===== src/rtl/instruction_fetch_stage.sv =====
// instruction_fetch_stage: RV32IM IF stage with PC, imem handshake, one-entry stall buffer and IF/ID register.
// Optional FETCH_COUNT/BUBBLE_COUNT ports are enabled by defining IFETCH_PERF_COUNTERS_EN.
module instruction_fetch_stage #(
   parameter logic [31:0] RESET_PC  = 32'h0000_0000,
   parameter logic [31:0] NOP_INSTR = 32'h0000_0013
) (
   input  logic        CLK,
   input  logic        RESET,
   input  logic        STALL,
   input  logic        BRANCH_TAKEN,
   input  logic [31:0] BRANCH_TARGET,
   output logic [31:0] IMEM_ADDRESS,
   output logic        IMEM_READ,
   input  logic [31:0] IMEM_READDATA,
   input  logic        IMEM_BUSYWAIT,
   output logic [31:0] INSTRUCTION,
   output logic [31:0] PC_ID,
   output logic [31:0] PC_PLUS4_ID,
   output logic        VALID_ID,
   output logic        FETCH_STALL
`ifdef IFETCH_PERF_COUNTERS_EN
   ,
   output logic [31:0] FETCH_COUNT,
   output logic [31:0] BUBBLE_COUNT
`endif
);
   typedef enum logic [1:0] {START, FETCH, DISCARD} state_t;
   state_t      state_q, state_d;
   logic [31:0] pc_q, pc_d, redirect_pc_q, redirect_pc_d;
   logic [31:0] instr_q, instr_d, pc_id_q, pc_id_d, pc4_id_q, pc4_id_d;
   logic        valid_q, valid_d;
   logic        buf_full_q, buf_full_d;
   logic [31:0] buf_instr_q, buf_instr_d, buf_pc_q, buf_pc_d;
   logic        load, bubble, complete;
   logic [31:0] pc_plus4, target;
   assign pc_plus4     = pc_q + 32'd4;
   assign target       = {BRANCH_TARGET[31:2], 2'b00};
   assign IMEM_ADDRESS = pc_q;
   assign IMEM_READ    = (state_q == FETCH && !buf_full_q) || state_q == DISCARD;
   assign complete     = IMEM_READ && !IMEM_BUSYWAIT;
   assign FETCH_STALL  = (IMEM_READ && IMEM_BUSYWAIT) || state_q == DISCARD;
   assign INSTRUCTION  = instr_q;
   assign PC_ID        = pc_id_q;
   assign PC_PLUS4_ID  = pc4_id_q;
   assign VALID_ID     = valid_q;
   always_comb begin
      state_d       = state_q;
      pc_d          = pc_q;
      redirect_pc_d = redirect_pc_q;
      buf_full_d    = buf_full_q;
      buf_instr_d   = buf_instr_q;
      buf_pc_d      = buf_pc_q;
      instr_d       = instr_q;
      pc_id_d       = pc_id_q;
      pc4_id_d      = pc4_id_q;
      valid_d       = valid_q;
      load          = 1'b0;
      bubble        = 1'b0;
      case (state_q)
         START: begin
            state_d = FETCH;
            if (BRANCH_TAKEN) begin
               pc_d   = target;
               bubble = 1'b1;
            end
         end
         FETCH: begin
            if (BRANCH_TAKEN) begin
               bubble     = 1'b1;
               buf_full_d = 1'b0;
               // A busy access cannot be cancelled; let it finish in DISCARD
               if (IMEM_READ && IMEM_BUSYWAIT) begin
                  redirect_pc_d = target;
                  state_d       = DISCARD;
               end else begin
                  pc_d = target;
               end
            end else if (STALL) begin
               if (complete) begin
                  buf_full_d  = 1'b1;
                  buf_instr_d = IMEM_READDATA;
                  buf_pc_d    = pc_q;
                  pc_d        = pc_plus4;
               end
            end else if (buf_full_q) begin
               load       = 1'b1;
               instr_d    = buf_instr_q;
               pc_id_d    = buf_pc_q;
               pc4_id_d   = buf_pc_q + 32'd4;
               valid_d    = 1'b1;
               buf_full_d = 1'b0;
            end else if (complete) begin
               load     = 1'b1;
               instr_d  = IMEM_READDATA;
               pc_id_d  = pc_q;
               pc4_id_d = pc_plus4;
               valid_d  = 1'b1;
               pc_d     = pc_plus4;
            end else begin
               bubble = 1'b1;
            end
         end
         DISCARD: begin
            redirect_pc_d = BRANCH_TAKEN ? target : redirect_pc_q;
            if (complete) begin
               pc_d    = BRANCH_TAKEN ? target : redirect_pc_q;
               state_d = FETCH;
            end
            bubble = BRANCH_TAKEN || !STALL;
         end
         default: state_d = START;
      endcase
      if (bubble) begin
         load    = 1'b1;
         instr_d = NOP_INSTR;
         valid_d = 1'b0;
      end
   end
   always_ff @(posedge CLK) begin
      if (!RESET) begin
         state_q       <= START;
         pc_q          <= RESET_PC;
         redirect_pc_q <= 32'd0;
         buf_full_q    <= 1'b0;
         buf_instr_q   <= NOP_INSTR;
         buf_pc_q      <= 32'd0;
         instr_q       <= NOP_INSTR;
         pc_id_q       <= 32'd0;
         pc4_id_q      <= 32'd0;
         valid_q       <= 1'b0;
      end else begin
         state_q       <= state_d;
         pc_q          <= pc_d;
         redirect_pc_q <= redirect_pc_d;
         buf_full_q    <= buf_full_d;
         buf_instr_q   <= buf_instr_d;
         buf_pc_q      <= buf_pc_d;
         if (load) begin
            instr_q  <= instr_d;
            pc_id_q  <= pc_id_d;
            pc4_id_q <= pc4_id_d;
            valid_q  <= valid_d;
         end
      end
   end
`ifdef IFETCH_PERF_COUNTERS_EN
   logic [31:0] fetch_cnt_q, fetch_cnt_d, bubble_cnt_q, bubble_cnt_d;
   always_comb begin
      fetch_cnt_d  = fetch_cnt_q + {31'd0, load && valid_d};
      bubble_cnt_d = bubble_cnt_q + {31'd0, load && !valid_d};
   end
   always_ff @(posedge CLK) begin
      if (!RESET) begin
         fetch_cnt_q  <= 32'd0;
         bubble_cnt_q <= 32'd0;
      end else begin
         fetch_cnt_q  <= fetch_cnt_d;
         bubble_cnt_q <= bubble_cnt_d;
      end
   end
   assign FETCH_COUNT  = fetch_cnt_q;
   assign BUBBLE_COUNT = bubble_cnt_q;
`endif
endmodule

===== config.mk =====
export PLATFORM = sky130hd
export DESIGN_NAME = instruction_fetch_stage
export DESIGN_NICKNAME = d
export VERILOG_FILES = /design/src/rtl/instruction_fetch_stage.sv
export SDC_FILE = /design/constraint.sdc
export NUM_CORES = 1
export LEC_CHECK = 0
export ABC_CLOCK_PERIOD_IN_PS = 2800
export BUFFER_PORTS_ARGS = -buffer_cell sky130_fd_sc_hd__buf_4
export CORE_AREA = 4 4 144 146
export CTS_CLUSTER_DIAMETER = 150
export DETAILED_ROUTE_END_ITERATION = 16
export DIE_AREA = 0 0 148 150
export PLACE_DENSITY = 0.78
export SYNTH_ARGS = -nofsm -noshare
export SYNTH_HDL_FRONTEND = slang
export SYNTH_SLANG_ARGS = --single-unit

===== constraint.sdc =====
create_clock -name CLK -period 2.8 [get_ports CLK]
set_input_delay 0.28 -clock CLK [delete_from_list [all_inputs] [get_ports CLK]]
set_output_delay 0.28 -clock CLK [all_outputs]
set_load 0.03 [all_outputs]

==> metrics.csv <==
metric,value,unit
Max Clock Skew,0.0138,ns
Synth Flop Type,dfxtp_1,
mean routed wirelength per cell,18.0,um
Levels on crit path,7,
synth-to-layout area growth,24.3,%
Synth Warn #,0,
RR Endpoint,PC_PLUS4_ID[22],
CP startpoint,IMEM_ADDRESS[2],
Synth Instances,1271,
Reg-to-Reg Start,IMEM_ADDRESS[2],
RePlAce Congestion,0.924,
peak supply drop,700,uV
Rel. slew slack,26.3,%
crit-path max FO,8,
CTS Buf Count,24,
Synth Cell Area,0.0107,mm^2
Total Wirelength,30900,um
R2R depth,7,
post-synth cell types,69,
Resized cells post-CTS,0,
Worst-path clk slew,0.06,ns
RSZ-0062 raised after global routing,false,
Worst setup SP type,register,
Clock Tree Buf Depth,3,
"commonest non-fill, non-tap cell in the layout",buf_4,
#FFs+latches synth,226,
DR pass1 iterations,5,
DR vias/cell,5.80,
crit-path cells,ha_1 -> nand3_1 -> nor3_4 -> and2_1 -> and4_1 -> xor2_1 -> a221o_1,
mux share of post-synthesis cell area,9.84,%
DIE AREA,0.0222,mm^2
"Slowest-stage cell, CP",dfxtp_1,
PwrDens,905,mW/mm^2
Synth Area in Compound Gates,18.8,%
critical hold path startpoint,BRANCH_TARGET[17],
Die Span X,148,um
Async SR Flop Fraction,0,%
CP endpoint,PC_PLUS4_ID[22],
port bufs,197,
vias after detailed routing,9947,
# H-tree levels,1,
initial antenna violation count,0,
Post-synth EDFFs,0,
placed wire-length estimate,21200,um
crit end category,register,
share of cells above drive strength 1,21.0,%
ant diodes,0,
setup ws final,0.333,ns
row count,51,
Overflow after GRT,0,
largest family of logic cells by synthesized area,simple AND/OR/NAND/NOR gates,
Worst-Skew Late Latency,0.52,ns
final period utilization,88.1,%
clk sinks,226,
xor/xnor share of the synthesized area,4.32,%
Worst Hold Class,in -> reg,
# DRC,0,
I/O pin total,200,
Root Buffer,clkbuf_16,
CP peak stage delay,0.52,ns
Slew Limit Fails,0,
post-layout min period,2.47,ns
"Req. time, crit path",3.20,ns
die height,150,um
DR iter-0 viols,720,
vias in the first global route,9158,
CTS tree,done,
fmax,0.405,GHz
Synth Area in Simple Gates,19.4,%
Max-Cap Viols,0,
post-route setup TNS,0,ns
core area,0.0194,mm^2
pre-CTS WS,0.353,ns
global-route wire length before repair,48800,um
flop2flop setup slack,0.33,ns
Starting Density,55.4,%
Leakage Power,5.11,nW
Final Setup Violations,0,
GRT Total Usage,26.7,%
Worst EP arrival,2.87,ns
Mean Syn Cell Area,8.46,um^2
antenna-violating nets left,0,
crit path kind,reg -> reg,
layout net count,1509,
largest net degree at the start of global routing,154,
register area share after synthesis,42.1,%
adder-cell area share of the yosys netlist,0.931,%
status,finished clean,
final count of hold timing violations,0,
Mapped Nets,1348,
critical path buffer and inverter count,0,
measured slew at the worst slew-check pin,1.10,ns
"commonest cells after routing, fill and taps aside","233 x buf_4, 225 x dfxtp_1, 189 x nand2_1",
Top Family by Delay on Critical Path,simple AND/OR/NAND/NOR gates,
Yosys cell counts, drive strengths merged, types with 9 or more instances:
| master | n | area, um^2 |
|---|---|---|
| dfxtp | 226 | 4520 |
| nand2 | 190 | 713 |
| nor2 | 160 | 606 |
| mux2i | 100 | 1000 |
| a21oi | 95 | 479 |
| a211oi | 63 | 473 |
| clkbuf | 55 | 209 |
| buf | 53 | 255 |
| o21ai | 44 | 220 |
| nand3 | 33 | 178 |
| xor2 | 33 | 289 |
| xnor2 | 20 | 175 |
| nand4 | 16 | 106 |
| a221oi | 14 | 129 |
| a22oi | 12 | 90.1 |
| and3 | 11 | 70.1 |
| nor3 | 11 | 87.6 |
| a22o | 10 | 87.6 |
| inv | 10 | 37.5 |
| o211ai | 9 | 67.6 |
state kept, by name, indices dropped and copies added (netlist names):
signal / cells
PC_ID: 32
buf_instr_q: 32
buf_pc_q: 32
PC_PLUS4_ID: 30
state_q: 2
INSTRUCTION: 32
VALID_ID: 1
buf_full_q: 1
IMEM_ADDRESS: 32
redirect_pc_q: 32
power breakdown:
part | switching [mW] | internal [mW]
Clock | 1.30 | 1.92
Combinational | 2.85 | 1.83
Sequential | 0.493 | 3.69
Total | 4.64 | 7.44
worst reg2reg max path: stages, from the launching register on:
cell     delay [ns]
dfxtp_1        0.52
ha_1           0.25
nand3_1        0.25
nor3_4         0.40
and2_1         0.20
and4_1         0.31
xor2_1         0.10
a221o_1        0.32
repair_timing:
| action | 4_1_cts | 5_1_grt |
|---|---|---|
| hold endpoints to repair | 5 | 0 |
| buffers inserted | 0 | 0 |
| hold buffers | 5 | 0 |
worst min path at each step:
stage / endpoint / slack [ns] / cells after the start
after floorplan: buf_instr_q[0] / 0.40 / 2
after global placement: PC_PLUS4_ID[23] / 0.44 / 1
after detailed placement: buf_pc_q[1] / 0.45 / 2
after CTS: buf_instr_q[29] / 0.0001 / 3
after global routing: buf_instr_q[12] / 0.002 / 3
final: redirect_pc_q[17] / 0.01 / 3
cell type report:
type / instances / area [um^2]
Fill cell: 1607 / 6040
Multi-Input combinational cell: 927 / 5750
Sequential cell: 226 / 4530
Timing Repair Buffer: 243 / 1900
Clock buffer: 40 / 752
Tap cell: 265 / 332
Clock inverter: 4 / 58.8
Inverter: 10 / 40.0
layer usage:
| layer | vias to the layer above | GRT usage (%) | wire (um) |
|---|---|---|---|
| li1 | 4817 | - | - |
| met1 | 4622 | 37.9 | 13400 |
| met2 | 461 | 42.5 | 14000 |
| met3 | 47 | 4.51 | 2760 |
| met4 | 0 | 6.88 | 714 |
| met5 | - | 0 | 0 |
metrics by stage:
step	std cells	utilization [%]	power [mW]	hold WS (ns)	area [um^2]
6_report	1715	68.9	12.1	0.0126	13400
5_1_grt	1715	68.9	12.7	0.00226	13400
4_1_cts	1715	68.9	12.1	0.000140	13400
3_5_place_dp	1666	64.4	8.83	0.446	12500
3_3_place_gp	1666	64.4	8.74	0.440	12500
2_1_floorplan	1271	-	7.26	0.404	10700
kinds of logic after synthesis:
group / count (synthesis)
simple gates: 461
compound gates: 300
flops: 226
buf+inv: 118
mux: 105
xor+xnor: 53
fa+ha+maj: 8
(Power assumes the default switching activity.)
